==> config.mk <==
export PLATFORM = sky130hd
export DESIGN_NAME = aip_prefix_sum_slave_flat
export DESIGN_NICKNAME = d
export VERILOG_FILES = /design/src/rtl/aip_prefix_sum_slave_if.sv /design/src/rtl/aip_prefix_sum_slave.sv /design/src/flat_wrapper.sv
export SDC_FILE = /design/constraint.sdc
export NUM_CORES = 1
export LEC_CHECK = 0
export CAP_MARGIN = 5
export CORE_ASPECT_RATIO = 2
export CORE_MARGIN = 2
export CORE_UTILIZATION = 50
export CTS_CLUSTER_SIZE = 25
export DETAILED_ROUTE_END_ITERATION = 10
export PLACE_DENSITY = 0.69
export SYNTH_ARGS = -nofsm -noshare
export SYNTH_HDL_FRONTEND = slang
export SYNTH_SLANG_ARGS = --single-unit
==> constraint.sdc <==
create_clock -name i_clk -period 4.3 [get_ports i_clk]
set_input_delay 0.43 -clock i_clk [delete_from_list [all_inputs] [get_ports i_clk]]
set_output_delay 0.43 -clock i_clk [all_outputs]
set_load 0.03 [all_outputs]
==> src/rtl/aip_prefix_sum_slave_if.sv <==
// Controller-to-slave strobe bundle for one AIP slave port.
interface aip_prefix_sum_slave_if #(
    parameter int unsigned DATA_WIDTH = 32,
    parameter int unsigned CONF_WIDTH = 5
);
    logic [DATA_WIDTH-1:0] i_dataInAIP;
    logic [CONF_WIDTH-1:0] i_configAIP;
    logic                  i_writeAIP;
    logic                  i_readAIP;
    logic                  i_start;
    logic [DATA_WIDTH-1:0] o_dataOutAIP;
    logic                  o_int;

    // Controller side drives strobes and samples results.
    modport master (
        output i_dataInAIP, i_configAIP, i_writeAIP, i_readAIP, i_start,
        input  o_dataOutAIP, o_int
    );

    // Slave core side.
    modport slave (
        input  i_dataInAIP, i_configAIP, i_writeAIP, i_readAIP, i_start,
        output o_dataOutAIP, o_int
    );
endinterface

==> src/rtl/aip_prefix_sum_slave.sv <==
// AIP slave core: buffers up to DEPTH words, computes running sums on start,
// exposes results through MDATAOUT reads and raises a level interrupt when done.
module aip_prefix_sum_slave #(
    parameter int unsigned           DATA_WIDTH = 32,
    parameter int unsigned           CONF_WIDTH = 5,
    parameter int unsigned           DEPTH      = 16,
    parameter logic [DATA_WIDTH-1:0] IP_ID      = DATA_WIDTH'(32'h0000_5A01)
) (
    input  logic                 i_clk,
    input  logic                 i_rst_a,
    aip_prefix_sum_slave_if.slave bus
);
    localparam int unsigned IDX_W = $clog2(DEPTH);
    localparam int unsigned CNT_W = IDX_W + 1;

    localparam logic [CONF_WIDTH-1:0] CFG_DIN  = CONF_WIDTH'(5'h00);
    localparam logic [CONF_WIDTH-1:0] CFG_DOUT = CONF_WIDTH'(5'h01);
    localparam logic [CONF_WIDTH-1:0] CFG_STAT = CONF_WIDTH'(5'h1E);
    localparam logic [CONF_WIDTH-1:0] CFG_ID   = CONF_WIDTH'(5'h1F);

    localparam logic [CNT_W-1:0] CNT_FULL = CNT_W'(DEPTH);
    localparam logic [CNT_W-1:0] CNT_ONE  = CNT_W'(1);
    localparam logic [IDX_W-1:0] IDX_ONE  = IDX_W'(1);

    typedef enum logic [1:0] {
        ST_IDLE = 2'd0,
        ST_RUN  = 2'd1,
        ST_DONE = 2'd2
    } state_t;

    state_t state_q, state_d;

    logic [DATA_WIDTH-1:0] in_buf  [DEPTH];
    logic [DATA_WIDTH-1:0] out_buf [DEPTH];

    logic [CNT_W-1:0]      in_cnt_q, out_cnt_q, rd_ptr_q;
    logic [IDX_W-1:0]      idx_q;
    logic [DATA_WIDTH-1:0] acc_q, data_out_q;
    logic                  ovf_q, busy_err_q, udf_q, int_q;

    logic                  wr_din, wr_stat, din_ok;
    logic                  start_go, run_last;
    logic                  rd_adv, rd_udf;
    logic [DATA_WIDTH-1:0] sum, rd_data, status;

    assign wr_din  = bus.i_writeAIP && (bus.i_configAIP == CFG_DIN);
    assign wr_stat = bus.i_writeAIP && (bus.i_configAIP == CFG_STAT);
    assign din_ok  = wr_din && (state_q != ST_RUN) && (in_cnt_q != CNT_FULL);
    assign sum     = acc_q + in_buf[idx_q];

    assign bus.o_dataOutAIP = data_out_q;
    assign bus.o_int        = int_q;

    // Status word assembly.
    always_comb begin
        status        = '0;
        status[0]     = (state_q == ST_DONE);
        status[1]     = (state_q == ST_RUN);
        status[2]     = ovf_q;
        status[3]     = busy_err_q;
        status[4]     = udf_q;
        status[12:8]  = 5'(in_cnt_q);
        status[20:16] = 5'(out_cnt_q);
    end

    // Read mux; MDATAOUT reads are bounded by the results produced so far.
    always_comb begin
        rd_data = '0;
        rd_adv  = 1'b0;
        rd_udf  = 1'b0;
        if (bus.i_readAIP) begin
            case (bus.i_configAIP)
                CFG_DOUT: begin
                    if (rd_ptr_q < out_cnt_q) begin
                        rd_data = out_buf[rd_ptr_q[IDX_W-1:0]];
                        rd_adv  = 1'b1;
                    end else begin
                        rd_udf  = 1'b1;
                    end
                end
                CFG_STAT: rd_data = status;
                CFG_ID:   rd_data = IP_ID;
                default:  rd_data = '0;
            endcase
        end
    end

    // Next-state logic for IDLE/RUN/DONE.
    always_comb begin
        state_d  = state_q;
        start_go = 1'b0;
        run_last = 1'b0;
        case (state_q)
            ST_IDLE, ST_DONE: begin
                if (bus.i_start) begin
                    start_go = 1'b1;
                    state_d  = (in_cnt_q == '0) ? ST_DONE : ST_RUN;
                end else if ((state_q == ST_DONE) && wr_stat && bus.i_dataInAIP[0]) begin
                    state_d  = ST_IDLE;
                end
            end
            ST_RUN: begin
                if (CNT_W'(idx_q) == (in_cnt_q - CNT_ONE)) begin
                    run_last = 1'b1;
                    state_d  = ST_DONE;
                end
            end
            default: state_d = ST_IDLE;
        endcase
    end

    // State register.
    always_ff @(posedge i_clk or posedge i_rst_a) begin
        if (i_rst_a) state_q <= ST_IDLE;
        else         state_q <= state_d;
    end

    // Counters, accumulator, sticky flags, read data and interrupt.
    always_ff @(posedge i_clk or posedge i_rst_a) begin
        if (i_rst_a) begin
            in_cnt_q   <= '0;
            out_cnt_q  <= '0;
            rd_ptr_q   <= '0;
            idx_q      <= '0;
            acc_q      <= '0;
            data_out_q <= '0;
            ovf_q      <= 1'b0;
            busy_err_q <= 1'b0;
            udf_q      <= 1'b0;
            int_q      <= 1'b0;
        end else begin
            if (bus.i_readAIP) data_out_q <= rd_data;
            if (rd_adv)        rd_ptr_q   <= rd_ptr_q + CNT_ONE;

            // Clears first so that a same-cycle error event still sticks.
            if (wr_stat && bus.i_dataInAIP[1]) begin
                ovf_q      <= 1'b0;
                busy_err_q <= 1'b0;
                udf_q      <= 1'b0;
            end
            if (wr_stat && bus.i_dataInAIP[0]) int_q <= 1'b0;

            if (rd_udf) udf_q <= 1'b1;
            if (wr_din && (state_q == ST_RUN)) busy_err_q <= 1'b1;
            if (wr_din && (state_q != ST_RUN) && (in_cnt_q == CNT_FULL)) ovf_q <= 1'b1;
            if (din_ok) in_cnt_q <= in_cnt_q + CNT_ONE;

            if (start_go) begin
                acc_q     <= '0;
                idx_q     <= '0;
                out_cnt_q <= '0;
                rd_ptr_q  <= '0;
                int_q     <= (in_cnt_q == '0);
            end

            if (state_q == ST_RUN) begin
                acc_q     <= sum;
                idx_q     <= idx_q + IDX_ONE;
                out_cnt_q <= CNT_W'(idx_q) + CNT_ONE;
            end

            if (run_last) begin
                int_q    <= 1'b1;
                in_cnt_q <= '0;
            end
        end
    end

    // Input buffer capture; contents are only ever read below in_cnt.
    always_ff @(posedge i_clk) begin
        if (din_ok) in_buf[in_cnt_q[IDX_W-1:0]] <= bus.i_dataInAIP;
    end

    // Result buffer; contents are only ever read below out_cnt.
    always_ff @(posedge i_clk) begin
        if (state_q == ST_RUN) out_buf[idx_q] <= sum;
    end
endmodule

==> src/flat_wrapper.sv <==
// flat-port wrapper written by rule: the top's interface ports become plain ports
module aip_prefix_sum_slave_flat 
#(
    parameter int unsigned           DATA_WIDTH = 32,
    parameter int unsigned           CONF_WIDTH = 5,
    parameter int unsigned           DEPTH      = 16,
    parameter logic [DATA_WIDTH-1:0] IP_ID      = DATA_WIDTH'(32'h0000_5A01)
)
  (i_clk, i_rst_a, bus_i_dataInAIP, bus_i_configAIP, bus_i_writeAIP, bus_i_readAIP, bus_i_start, bus_o_dataOutAIP, bus_o_int);
  aip_prefix_sum_slave_if #(.DATA_WIDTH(DATA_WIDTH), .CONF_WIDTH(CONF_WIDTH)) bus_i ();
  input  logic i_clk;
  input  logic i_rst_a;
  input wire logic [$bits(bus_i.i_dataInAIP)-1:0] bus_i_dataInAIP;
  input wire logic [$bits(bus_i.i_configAIP)-1:0] bus_i_configAIP;
  input wire logic [$bits(bus_i.i_writeAIP)-1:0] bus_i_writeAIP;
  input wire logic [$bits(bus_i.i_readAIP)-1:0] bus_i_readAIP;
  input wire logic [$bits(bus_i.i_start)-1:0] bus_i_start;
  output wire logic [$bits(bus_i.o_dataOutAIP)-1:0] bus_o_dataOutAIP;
  output wire logic [$bits(bus_i.o_int)-1:0] bus_o_int;
  assign bus_i.i_dataInAIP = bus_i_dataInAIP;
  assign bus_i.i_configAIP = bus_i_configAIP;
  assign bus_i.i_writeAIP = bus_i_writeAIP;
  assign bus_i.i_readAIP = bus_i_readAIP;
  assign bus_i.i_start = bus_i_start;
  assign bus_o_dataOutAIP = bus_i.o_dataOutAIP;
  assign bus_o_int = bus_i.o_int;
  aip_prefix_sum_slave #(.DATA_WIDTH(DATA_WIDTH), .CONF_WIDTH(CONF_WIDTH), .DEPTH(DEPTH), .IP_ID(IP_ID)) u_core (.i_clk(i_clk), .i_rst_a(i_rst_a), .bus(bus_i));
endmodule
After elaboration in Yosys (flattened, before gate mapping)
Memories as Yosys holds them, arrays and structs flattened.
Cells that the tools add are included.
- memories: 2
- bits in writable memories: 1024
- input bits: 42
- bits in registers: 89
- memory list (name ; words ; width ; read ports ; clocked after memory_dff ; wr ports ; RTL line ; RTL):
    u_core.in_buf ; 16 ; 32 ; 1 ; 0 ; 1 ; aip_prefix_sum_slave.sv:33 ; logic [DATA_WIDTH-1:0] in_buf [DEPTH];
    u_core.out_buf ; 16 ; 32 ; 1 ; 0 ; 1 ; aip_prefix_sum_slave.sv:34 ; logic [DATA_WIDTH-1:0] out_buf [DEPTH];
- equality and inequality tests: 11
- magnitude comparators: 1
- reduce and logical (&&, ||, !) cells: 22
- add/subtract/negate cells: 6
- mux-type cells: 38
- operator list (operator ; count):
    two-way mux 32 bit ; 3
    case mux 32 bit (3 select lines) ; 1
    adder 32 bit ; 1
    two-way mux 5 bit ; 6
    two-way mux 1 bit ; 21
    equality test 5 bit, second input constant ; 3
    nonzero test 2 bit ; 6
    adder 5 x 1 -> 5 bit, second input constant ; 2
    logical AND 1 bit ; 10
    logical NOT 5 bit ; 2
    two-way mux 2 bit ; 4
    two-way mux 4 bit ; 2
    adder 4 x 1 -> 5 bit, second input constant ; 1
    equality test 4 x 5 -> 1 bit ; 1
    equality test 5 x 1 -> 1 bit, second input constant ; 1
    less-than comparator 5 bit ; 1
    != test 5 bit, second input constant ; 1
    subtractor 5 x 1 -> 5 bit, second input constant ; 1
    adder 4 x 1 -> 4 bit, second input constant ; 1
    case mux 2 bit (2 select lines) ; 1
    != test 3 x 2 -> 1 bit, second input constant ; 1
    nonzero test 3 bit ; 1
    equality test 2 x 1 -> 1 bit, second input constant ; 1
    equality test 2 bit, second input constant ; 1
    other kinds (5) ; 5

Depth between registers and ports, before layout
- depth after elaboration: 7
- depth in mapped cells: 15

Least setup slack after synthesis
OpenSTA, ideal clock, no wires.
- path kind: register -> register
- start: reg u_core.idx_q[0]
- end: mem u_core.out_buf[0][28] (data pin)
- period minus slack after synthesis: 4474 ps
- arrival time: 4178 ps
- required time: 4004 ps
- setup slack: -174 ps
- setup time: 296 ps
- stages on the path, launching flop included: 15
- cell sequence: dfrtp_1 > clkbuf_1 > clkbuf_1 > buf_2 > mux4_2 > mux4_2 > ha_1 > inv_1 > fa_1 > and2b_4 > o2111ai_4 > a2111oi_4 > o41ai_4 > o41ai_2 > xor2_1
- longest elaborated chain between the ends: 2
- RTL lines (item ; RTL line ; RTL):
    from (decl) ; aip_prefix_sum_slave.sv:37 ; logic [IDX_W-1:0] idx_q;
    from (signal assigned) ; aip_prefix_sum_slave.sv:158 ; idx_q <= idx_q + IDX_ONE;
    memory (16 x 32 bit) ; n/a ;
    adder 32 bit ; aip_prefix_sum_slave.sv:49 ; assign sum = acc_q + in_buf[idx_q];
    net u_core.sum[28] ; aip_prefix_sum_slave.sv:44 ; logic [DATA_WIDTH-1:0] sum, rd_data, status;
    to (decl) ; aip_prefix_sum_slave.sv:34 ;
The timed path passes the listed nets, and every way through them passes these cells.

Worst setup path in the final report
- start: reg u_core.idx_q[0]
- end: reg u_core.acc_q[27]
- longest elaborated chain between the ends: 3
- RTL lines (item ; RTL line ; RTL):
    memory (16 x 32 bit) ; n/a ;
    adder 32 bit ; aip_prefix_sum_slave.sv:49 ;
    net u_core.sum[27] ; aip_prefix_sum_slave.sv:44 ;
    two-way mux 32 bit ; aip_prefix_sum_slave.sv:156 ; if (state_q == ST_RUN) begin
    to (signal assigned) ; aip_prefix_sum_slave.sv:157 ; acc_q <= sum;
    to (decl) ; aip_prefix_sum_slave.sv:38 ; logic [DATA_WIDTH-1:0] acc_q, data_out_q;
The timed path passes the listed nets, and every way through them passes these cells.
A chain may end at the register's enable or synchronous reset.

==> results.py <==
metrics = {
    "pwr": {
        "p_leak_nw": 17.0,
        "p_per_area_nw_per_um2": 428,
        "ir_worst_vdd_mv": 0.357,
    },
    "timing": {
        "whs_ns": 0.152,
        "timing.fmax_mhz": 235,
        "finalCritPeriodShare": 0.991,
        "tightestPinTransition_ns": 1.21,
        "post-route-min-period_ns": 4.26,
        "slew-limit-headroom": 0.185,
        "slew_viol_final": 0,
        "finalHoldViolations": 0,
        "rsz0062_at_grt": "true",
        "skew_ns": 0.0361,
        "setup_viol": 0,
    },
    "logic_synthesis": {
        "synthAdderAreaFrac": 0.0132,
        "synth_most_common_cell": "edfxtp_1",
        "synthCells": 2150,
        "syn_avg_cell_area_um2": 20.6,
        "synth_seq_area_share": 0.743,
        "netlist_top_cells_area": "edfxtp_1 70%, mux4_2 15%, dfrtp_1 4.8%, ha_1 1.3%, nand2_1 0.66%",
        "yosysWarnings": 0,
        "synthMuxAreaShare": 0.155,
        "yosysUniqueCellTypes": 63,
        "synth_common_cells": "1024 x edfxtp_1, 304 x mux4_2, 85 x dfrtp_1",
        "synth_top_family_by_area": "multiplexers",
        "synth_compound_area_frac": 0.0377,
        "synth_top_area_frac": 0.695,
        "synth_area_um2": 44200,
        "synth_fp_nets": 2238,
        "ys.flop_type": "edfxtp_1",
        "synthSimpleGateAreaFrac": 0.0251,
        "yosys.area.top_type": "edfxtp_1",
        "synth_xor_area_frac": 0.00871,
        "async_flop_share": 0.0766,
        "synth_edf_count": 1024,
        "ys_ff_latch": 1109,
    },
    "grt": {
        "antenna_found_initial": 0,
        "grt.overflow.total": 0,
        "grt_max_degree": 58,
        "grt_first_pass_wirelength_um": 155000,
        "grt_usage": 0.234,
        "first_global_vias": 23600,
    },
    "drt": {
        "via_count": 22300,
        "ant_nets": 0,
        "drt_first_pass_iters": 5,
        "drt-vias-per-instance": 6.07,
        "drt_iter0_drc": 1883,
        "totalWireLength_um": 106000,
        "wl_per_cell_um": 28.8,
        "drc": 0,
    },
    "clock_tree": {
        "cts-buffers-inserted": 90,
        "ctsHoldBuffers": 0,
        "cts_tree": "yes",
        "clock-root-buffer": "clkbuf_16",
        "htree_levels": 3,
        "cts_sinks": 1109,
        "cts.clk_slew.worst_paths_ns": 0.07,
        "clk_latency_ns": 0.70,
        "cts_buffer_depth": 3,
    },
    "critical_path": {
        "cp_common_cell": "buf_4",
        "reg2reg_depth": 17,
        "r2r_setup_slack_ns": 0.04,
        "cpPeakStageDelay_ns": 0.57,
        "path_cells": "buf_4 > buf_12 > mux4_2 > mux4_2 > ha_4 > a211oi_2 > buf_4 > o211ai_1 > a31oi_1 > o21ai_2 > buf_6 > buf_6 > a31oi_4 > xnor2_4 > buf_4 > buf_4 > a22o_1",
        "path_max_fanout": 7,
        "cp.arrival_ns": 4.83,
        "crit_slowest_cell": "mux4_2",
        "reg2reg_to": "u_core.acc_q[27]",
        "worstPathRequired_ns": 4.86,
        "criticalPathCategory": "reg2reg",
        "startpoint": "u_core.idx_q[0]",
        "cp-end-kind": "flop",
        "critPathLaunchType": "flop",
        "timing.rr.start": "u_core.idx_q[0]",
    },
    "worst_hold_path": {
        "hp-class": "in2reg",
        "holdCritStartpoint": "bus_i_readAIP",
        "whs_path_depth": 2,
        "min_to": "u_core.bus.o_dataOutAIP[12]",
    },
    "placement": {
        "placed_cells": 3478,
        "gp_congestion": 0.935,
        "dpl.hpwl_um": 64700,
        "place_area_um2": 48200,
        "numPortBuffers": 74,
    },
    "floorplan": {
        "die_x_um": 214,
        "io_pins": 75,
        "fp-row-count": 154,
        "dieArea_um2": 91000,
        "initial_core_util": 0.503,
        "die_h_um": 425,
        "core_area_um2": 87900,
    },
    "cells_and_area": {
        "instances_no_fill": 3672,
        "stdcell_area_um2": 52100,
        "diodes": 0,
        "synthToLayoutAreaGrowth_pct": 17.8,
        "nets": 2519,
        "num-fill-cells": 6287,
        "layout-drive-gt1-share": 0.317,
    },
    "status": {
        "status": "finished, final reports clean",
    },
    "flow_run": {
        "cap_violations": 0,
    },
}
## how the worst max path moves through the flow
| stage | depth (start not counted) | end |
|---|---|---|
| after floorplan | 13 | u_core.out_buf[0][29] |
| after global placement | 15 | u_core.out_buf[0][19] |
| after detailed placement | 14 | u_core.out_buf[2][24] |
| after CTS | 17 | u_core.acc_q[22] |
| after global routing | 17 | u_core.acc_q[27] |
| final | 17 | u_core.acc_q[27] |
## report_power, final
part	total, mW	internal, mW	leakage [nW]	switching [mW]
Combinational	1.98	1.10	5.26	0.876
Clock	8.45	4.68	1.46	3.77
Sequential	11.9	11.7	10.3	0.148
Total	22.3	17.5	17.0	4.80
## cell type report
| type | count | area [um2] | share of cell area |
|---|---|---|---|
| clock buffer | 114 | 2420 | 0.0465 |
| clock inverter | 49 | 577 | 0.0111 |
| inverter | 64 | 243 | 0.00466 |
| multi-input combinational | 865 | 11300 | 0.217 |
| sequential | 1109 | 32900 | 0.631 |
| tap | 1170 | 1460 | 0.0281 |
| timing repair buffer | 301 | 3180 | 0.0611 |
## through the flow
stage / TNS (ns) / power, mW / setup slack, ns / utilization
detailed placement: -31.07 / 14.1 / -0.274 / 0.548
global placement: -23.56 / 14.1 / -0.268 / 0.548
global route: -1.48 / 22.9 / -0.107 / 0.593
CTS: -0.00995 / 22.4 / -0.00995 / 0.585
floorplan: 0 / 13.6 / 0.00737 / -
finish: 0 / 22.3 / 0.0378 / 0.593
## cells in the final DEF (no fill, tap or decap), drive strengths merged, types with 31 or more instances in the layout
master and n:
a21oi 48, buf 223, clkbuf 119, clkdlybuf4s50 73
clkinv 31, dfrtp 85, edfxtp 1024, ha 45
inv 66, mux4 304, nand2 78, nor2 59
o21ai 32
## worst max-delay path, delay by kind of cell, from the launching register on
family	cells	cell delay, ns
AO/OA/AOI/OAI	6	1.19
multiplexers	2	1.09
buffers and inverters	7	0.99
flip-flops	1	0.49
adder cells (fa/ha/maj)	1	0.26
XOR/XNOR	1	0.11
## layer usage
metal,vias to the layer above,GRT usage,part of all wire
li1,9433,-,-
met1,11900,0.258,0.35
met2,755,0.446,0.57
met3,220,0.0295,0.043
met4,0,0.111,0.041
met5,-,0,0
## registers in the layout, indices dropped and copies added (netlist names), 2 cells and up
name	count
u_core.in_buf	512
u_core.acc_q	32
u_core.idx_q	3
u_core.bus.o_dataOutAIP	32
u_core.in_cnt_q	5
u_core.out_buf	512
u_core.out_cnt_q	2
u_core.rd_ptr_q	5
u_core.state_q	2
## timing repair
action                                  CTS  global route
pin swaps                                 3            19
cloned                                    1             6
resized for setup                        21            77
endpoints found under the setup margin  236           238
setup buffers                             6            18
## cell families after synthesis
| kind of cell | Yosys count |
|---|---|
| flip-flops | 1109 |
| multiplexers | 306 |
| AO/OA/AOI/OAI | 237 |
| AND/OR/NAND/NOR | 232 |
| buffers and inverters | 176 |
| adder cells (fa/ha/maj) | 46 |
| XOR/XNOR | 44 |
No activity file was read; power rests on OpenSTA's default activity.
